### src/rtl/uart_rx_sampler.sv
// UART receive sampler: 2-of-3 majority vote per bit, 8N1 framing.
// Define PARITY_CHECK_EN for 8-bit + parity + 1 stop framing.
module uart_rx_sampler (
  input  logic       clk,
  input  logic       rst,
  input  logic       AcqSig_i,
  input  logic [4:0] AcqPerBit_i,
  input  logic       Rx_i,
`ifdef PARITY_CHECK_EN
  input  logic       ParityOdd_i,
`endif
  output logic [7:0] Data_o,
  output logic       DataValid_o,
  output logic       FrameErr_o,
  output logic       ParityErr_o,
  output logic       Busy_o
);

  typedef enum logic [2:0] {
    IDLE  = 3'd0,
    START = 3'd1,
    DATA  = 3'd2,
`ifdef PARITY_CHECK_EN
    PARITY = 3'd3,
`endif
    STOP  = 3'd4
  } state_t;

  state_t     state, state_d;
  logic       rx_meta, rx_sync;
  logic       prev_smp, brk;
  logic [4:0] n_q, n_clamp;
  logic [3:0] cnt, idx;
  logic [2:0] bit_cnt;
  logic       v0, v1, voted;
  logic [7:0] shreg;
  logic       dv_q, fe_q;
  logic [4:0] idx5, m5;
  logic       at_lo, at_mid, at_hi, wrap;
  logic       start_edge, stop_vote;
`ifdef PARITY_CHECK_EN
  logic       perr_q, pe_q;
`else
  logic       perr_q;
  assign perr_q = 1'b0;
`endif

  always_comb begin
    n_clamp = AcqPerBit_i;
    if (AcqPerBit_i < 5'd3)
      n_clamp = 5'd3;
    else if (AcqPerBit_i > 5'd16)
      n_clamp = 5'd16;
  end

  // idx is the position of the current strobe within its bit
  assign idx = ({1'b0, cnt} == n_q - 5'd1) ? 4'd0 : cnt + 4'd1;
  assign idx5 = {1'b0, idx};
  assign m5 = {1'b0, n_q[4:1]};
  assign at_lo = idx5 == m5 - 5'd1;
  assign at_mid = idx5 == m5;
  assign at_hi = idx5 == m5 + 5'd1;
  assign wrap = idx == 4'd0;
  assign voted = (v0 & v1) | (v0 & rx_sync) | (v1 & rx_sync);
  assign start_edge = !rx_sync && prev_smp && !brk;
  assign stop_vote = AcqSig_i && state == STOP && at_hi;

  always_comb begin
    state_d = state;
    if (AcqSig_i) begin
      unique case (state)
        IDLE:
          if (start_edge) state_d = START;
        START:
          if (at_hi && voted) state_d = IDLE;
          else if (wrap) state_d = DATA;
        DATA:
          if (wrap && bit_cnt == 3'd7)
`ifdef PARITY_CHECK_EN
            state_d = PARITY;
        PARITY:
          if (wrap) state_d = STOP;
`else
            state_d = STOP;
`endif
        STOP:
          if (at_hi) state_d = IDLE;
        default:
          state_d = IDLE;
      endcase
    end
  end

  always_ff @(posedge clk or negedge rst) begin
    if (!rst) begin
      state <= IDLE;
      rx_meta <= 1'b1;
      rx_sync <= 1'b1;
      prev_smp <= 1'b1;
      brk <= 1'b0;
      n_q <= 5'd0;
      cnt <= 4'd0;
      bit_cnt <= 3'd0;
      v0 <= 1'b0;
      v1 <= 1'b0;
      shreg <= 8'h00;
      Data_o <= 8'h00;
      dv_q <= 1'b0;
      fe_q <= 1'b0;
`ifdef PARITY_CHECK_EN
      perr_q <= 1'b0;
      pe_q <= 1'b0;
`endif
    end else begin
      rx_meta <= Rx_i;
      rx_sync <= rx_meta;
      state <= state_d;
      dv_q <= 1'b0;
      fe_q <= 1'b0;
`ifdef PARITY_CHECK_EN
      pe_q <= 1'b0;
`endif
      if (AcqSig_i) begin
        prev_smp <= rx_sync;
        if (state == IDLE) begin
          if (rx_sync) brk <= 1'b0;
          if (start_edge) begin
            cnt <= 4'd0;
            n_q <= n_clamp;
            bit_cnt <= 3'd0;
            v0 <= rx_sync;
`ifdef PARITY_CHECK_EN
            perr_q <= 1'b0;
`endif
          end
        end else begin
          cnt <= idx;
          if (at_lo) v0 <= rx_sync;
          if (at_mid) v1 <= rx_sync;
          if (state == DATA && at_hi)
            shreg <= {voted, shreg[7:1]};
          if (state == DATA && wrap)
            bit_cnt <= bit_cnt + 3'd1;
`ifdef PARITY_CHECK_EN
          if (state == PARITY && at_hi)
            perr_q <= (^shreg ^ voted) != ParityOdd_i;
`endif
          if (stop_vote) begin
            Data_o <= shreg;
            dv_q <= voted & ~perr_q;
            fe_q <= ~voted;
            // a low stop bit is treated as a break until the line idles
            brk <= ~voted;
`ifdef PARITY_CHECK_EN
            pe_q <= perr_q;
`endif
          end
        end
      end
    end
  end

  assign DataValid_o = dv_q;
  assign FrameErr_o = fe_q;
  assign Busy_o = state != IDLE;
`ifdef PARITY_CHECK_EN
  assign ParityErr_o = pe_q;
`else
  assign ParityErr_o = 1'b0;
`endif

endmodule

### config.mk
export PLATFORM = sky130hd
export DESIGN_NAME = uart_rx_sampler
export DESIGN_NICKNAME = d
export VERILOG_FILES = /design/src/rtl/uart_rx_sampler.sv
export SDC_FILE = /design/constraint.sdc
export NUM_CORES = 1
export LEC_CHECK = 0
export CAP_MARGIN = 20
export CORE_MARGIN = 2
export CORE_UTILIZATION = 25
export DETAILED_ROUTE_END_ITERATION = 16
export HOLD_SLACK_MARGIN = 0.03
export PLACE_DENSITY = 0.51
export RECOVER_POWER = 25
export SYNTH_ARGS = -nofsm -noshare
export SYNTH_HDL_FRONTEND = slang
export SYNTH_SLANG_ARGS = --single-unit
### constraint.sdc
create_clock -name clk -period 5.7 [get_ports clk]
set_input_delay 1.71 -clock clk [delete_from_list [all_inputs] [get_ports clk]]
set_output_delay 1.71 -clock clk [all_outputs]
set_load 0.01 [all_outputs]
Word level (Yosys, flattened, before mapping). Index checks and enable logic that the tools add are counted.

Register bits after elaboration: 39. Input bits: 9. Logic and storage cells: 92.

Add/subtract/negate cells: 5. $lt $le $gt $ge: 2. Equal/unequal tests: 13. Muxes and demuxes: 26. Bitwise operators: 7. Reductions and logical operators: 25.

Operators with widths (number): two-way mux 3 bit (8); AND reduction 3 bit (7); equality test 4 x 5 -> 1 bit (3); two-way mux 1 bit (12); two-way mux 4 bit (3); case mux 3 bit (4 select lines) (1); two-way mux 5 bit (2); logical AND 1 bit (8); inequality test 2 bit (second input constant) (4); equality test 3 bit (second input constant) (2); nonzero test 2 bit (3); adder 4 x 1 -> 5 bit (second input constant) (1); > comparator 5 bit (second input constant) (1); < comparator 5 x 2 -> 1 bit (second input constant) (1); AND reduction 5 bit (1); subtractor 4 x 1 -> 5 bit (second input constant) (1); subtractor 5 x 1 -> 5 bit (second input constant) (1); adder 4 x 1 -> 4 bit (second input constant) (1); equality test 4 bit (1); zero test 4 bit (1); adder 3 x 1 -> 3 bit (second input constant) (1); AND 1 bit (3); equality test 3 x 1 -> 1 bit (second input constant) (1); equality test 3 x 2 -> 1 bit (second input constant) (1); other kinds (7) (10).

Longest topological paths before layout.
Word-level depth: 8. Gate-level depth with buffers: 12. Depth with buffers taken out: 10.

Least setup slack after synthesis. No wires, ideal clock.

Path type: input -> register. Start point: input port AcqSig_i. End point: register n_q[0]. Arrival time: 3388 ps. Required time: 5605 ps. Path slack: 2216 ps. Stages: 6. Path buffers: 3. Cells stage by stage: clkbuf_1 > or4b_2 > clkbuf_1 > or2_2 > clkbuf_1 > o31ai_1.

Cells in the longest elaborated chain, start to end: 1.

RTL lines: start, declared (RTL line 6) `input logic AcqSig_i,`; AND reduction 3 bit (no source line); end signal, assigned (RTL line 129) `n_q <= n_clamp;`; end, declared (RTL line 32) `logic [4:0] n_q, n_clamp;`.

No other way between the ends. A chain may end at the register's enable or synchronous reset.

Final worst setup path.
Start point: register n_q[1]. End point: register Data_o[7].

Cells in the longest elaborated chain, start to end: 6.

RTL lines: subtractor 5 x 1 -> 5 bit (RTL line 57) `assign idx = ({1'b0, cnt} == n_q - 5'd1) ? 4'd0 : cnt + 4'd1;`; equality test 4 x 5 -> 1 bit (RTL line 57); two-way mux 4 bit (RTL line 57); equality test 4 x 5 -> 1 bit (*) (RTL line 62) `assign at_hi = idx5 == m5 + 5'd1;`; logical AND 1 bit (*) (RTL line 66) `assign stop_vote = AcqSig_i && state == STOP && at_hi;`; AND reduction 3 bit (no source line) (*); end signal, assigned (RTL line 149) `Data_o <= shreg;`; end, declared (RTL line 12) `output logic [7:0] Data_o,`.

Mark *: on every way between the ends. The rest lies on a longest branch, timed or not.

==> metrics <==
Net Sw Power 0.0004643 W; Post-synth EDFFs 0; Vias/cell approximately 4.4; Non-Filler Instances about 320; Clock transition at path regs ~0.08 ns; Warnings, synthesis 0; max-cap violation count 1; WP buf/inv 1; slowest CP cell nand4_1; Layout area overhead 16.90%; Rows 33; flip-flop and latch area approximately 980 um^2; GRT Util Overall 8.795%; post-synthesis async set-or-reset flop share between 90% and 100%; max-slew violations 40; Yosys reg bits 39; critical path arrival 4.03 ns; TritonCTS clock tree done; Static Leak 1.123 nW; worst hold path type register to register; register area share after synthesis between 40% and 50%; min cycle time layout 3.857 ns; Max stage delay on crit path between 0.6 and 0.7 ns; Max H-tree Level 2; total vias in the final route ~1.4k; cts hold-fix bufs 0; Gate Count Post-Synth approximately 200; DPL Wire Length between 2 and 3 mm; DR WL/cell between 10 and 15 um; die span in x 97.16 um; Sw Share between 30% and 40%; crit-path max FO 11; share of cells above drive strength 1 about 17%; worst flop-to-flop path startpoint n_q[1]; endpoints failing setup 0; Final Cycle Share 67.67%; final setup skew 0.01195 ns; crit path kind register to register; critical path's top delay family simple AND/OR/NAND/NOR gates; post-synth cell types between 40 and 50; CTS Buf Count 5; Seq pwr share about a third; worst path required time about 5.9 ns; power per cell area around 460 nW/um^2; vias in the first global route approximately 1.3k; GRT overflow 0; run status finished with violations; largest net degree at the start of global routing 40; area of the multi-input gates ~1100 um^2; Max-slew headroom -35.62%; post-CTS sizing 0; R2R setup slack 1.84 ns; ant diodes 0; Max VDD drop between 0.15 and 0.2 mV; origin of the worst setup path n_q[1]; clk_lat worst skew roughly 0.29 ns; initial antenna violation count 0; Buffers on Ports 19; ys flop type dfrtp_1; crit path capture Data_o[7]; RSZ-0062 raised after global routing no; Fillers around 860; Clk pwr share just under 20%; IO Count 21; Mapped Avg Cell Area around 11 um^2; CP Launch Type register; area of the core slightly above 8000 um^2; FF-to-FF path depth 10; Starting Density 26.14%; Synthesized Nets 215; Synth Cell Area around 2200 um^2; failing checks capacitance limit, slew limit; gp weighted congestion ~0.75; worst path cell trace inv_1 > ha_1 > and3b_1 > o211ai_1 > a211oi_4 > or2_2 > xnor3_1 > a2111oi_4 > nand4_1 > mux2_4; die height 97.16 um; WL final roughly 4 mm; internal power 0.0007101 W; nets around 230; DP Cell Count ~310; CTS Buffer Depth 2; Critical Path End Type register; Sink Count 39; drt first pass iters 4; combinational share of power between 40% and 50%; WP depth 10; Final ANT Viol Nets 0; setup TNS 0 ns; Final Hold Viols 0; r2r endpoint Data_o[7]; fmax around 260 MHz; Die Area ~9400 um^2; root buffer cell clkbuf_8; setup repair bufs after CTS 0; first-pass GRT wire length between 6 and 7 mm; DRC 0; Worst Max-Slew Pin Slew roughly 2.0 ns; DR iter-0 viols 64
kinds of logic after synthesis:
kind of cell	after synthesis	synth area share, %
xor gates and xnor gates	15	7.324
DFF	39	45.16
other	1	0.1728
muxes	23	12.92
buffers and inverters	20	4.210
adders and majority gates	8	4.498
and+or+nand+nor	61	14.71
AOI/OAI and AO/OA	32	11.02
cell usage after synthesis (2+ instances only):
| master | number | area (um^2) |
|---|---|---|
| clkbuf_1 | 6 | 22.52 |
| xnor3_1 | 2 | 45.04 |
| nand2_1 | 19 | 71.32 |
| a21oi_1 | 2 | 10.01 |
| xor2_1 | 3 | 26.28 |
| dfstp_2 | 3 | 78.83 |
| dfrtp_1 | 36 | 900.9 |
| nor4_1 | 2 | 12.51 |
| nor3_1 | 6 | 30.03 |
| mux2_2 | 12 | 135.1 |
| buf_2 | 4 | 20.02 |
| xnor2_1 | 10 | 87.58 |
| nand3_1 | 7 | 35.03 |
| inv_1 | 8 | 30.03 |
| mux2_4 | 7 | 105.1 |
| ha_1 | 7 | 87.58 |
| o21ai_0 | 13 | 65.06 |
| nor2_1 | 10 | 37.54 |
| o31ai_1 | 5 | 37.54 |
| or2_2 | 2 | 12.51 |
| nand2b_1 | 3 | 18.77 |
| nor2b_1 | 3 | 18.77 |
| mux2i_1 | 4 | 40.04 |
state kept, by name (all words and copies together) (netlist names):
signal	count
state	3
v0	1
brk	1
bit_cnt	3
rx_meta	1
v1	1
cnt	4
FrameErr_o	1
Data_o	8
DataValid_o	1
n_q	5
rx_sync	1
prev_smp	1
shreg	8
through the flow:
step	instance area [um^2]	power, W	hold slack, ns	utilization [%]	setup slack (ns)
4_1_cts	2537	0.001186	0.3560	30.57	1.801
2_1_floorplan	2170	0.0008495	0.3452	-	2.216
6_report	2536	0.001174	0.3473	30.56	1.843
5_1_grt	2536	0.001270	0.3501	30.56	1.523
3_3_place_gp	2425	0.0009494	0.3466	29.22	1.745
3_5_place_dp	2425	0.0009495	0.3473	29.22	1.751
how the worst min path moves through the flow:
stage | from | to | slack, ns | depth (start not counted)
3_3_place_gp | rx_meta | rx_sync | 0.35 | 0
5_1_grt | rx_meta | rx_sync | 0.35 | 0
4_1_cts | rx_meta | rx_sync | 0.36 | 0
2_1_floorplan | rx_meta | rx_sync | 0.35 | 0
3_5_place_dp | rx_meta | rx_sync | 0.35 | 0
6_report | rx_meta | rx_sync | 0.35 | 0
cells in the final DEF, fill, tap and decap left out, types with 2 or more instances in the layout:
cell type | Yosys | routed
dfrtp_1 | 36 | 36
nand2_1 | 19 | 19
clkdlybuf4s50_1 | 0 | 17
o21ai_0 | 13 | 13
mux2_2 | 12 | 12
nor2_1 | 10 | 10
xnor2_1 | 10 | 10
inv_1 | 8 | 8
nand3_1 | 7 | 7
mux2_4 | 7 | 7
ha_1 | 7 | 7
nor3_1 | 6 | 6
o31ai_1 | 5 | 5
clkbuf_8 | 0 | 5
mux2i_1 | 4 | 4
nor2b_1 | 3 | 3
xor2_1 | 3 | 3
nand2b_1 | 3 | 3
dfstp_2 | 3 | 3
a21oi_1 | 2 | 2
or2_2 | 2 | 2
xnor3_1 | 2 | 2
nor4_1 | 2 | 2
routing by layer:
layer / routed length (um) / track usage (%)
met1: 2137 / 13.58
met2: 1682 / 12.02
met3: 108 / 1.799
met4: 0 / 3.034
met5: 0 / 0
power by group through the flow:
| stage | Sequential (W) | Combinational, W | Clock, W |
|---|---|---|---|
| after floorplan | 0.000362 | 0.000487 | 0 |
| after global placement | 0.000411 | 0.000538 | 0 |
| after detailed placement | 0.000412 | 0.000537 | 0 |
| after CTS | 0.000407 | 0.000541 | 0.000238 |
| after global routing | 0.000420 | 0.000599 | 0.000251 |
| final | 0.000407 | 0.000538 | 0.000230 |
layout make-up:
cell class | count | share of cell area [%]
clock inverter | 3 | 1.727
clock buffer | 5 | 2.713
sequential | 39 | 38.63
tap | 105 | 5.180
inverter | 8 | 1.184
multi-input combinational | 140 | 43.32
timing repair buffer | 19 | 7.252
Power figures use the tool's default switching activity.
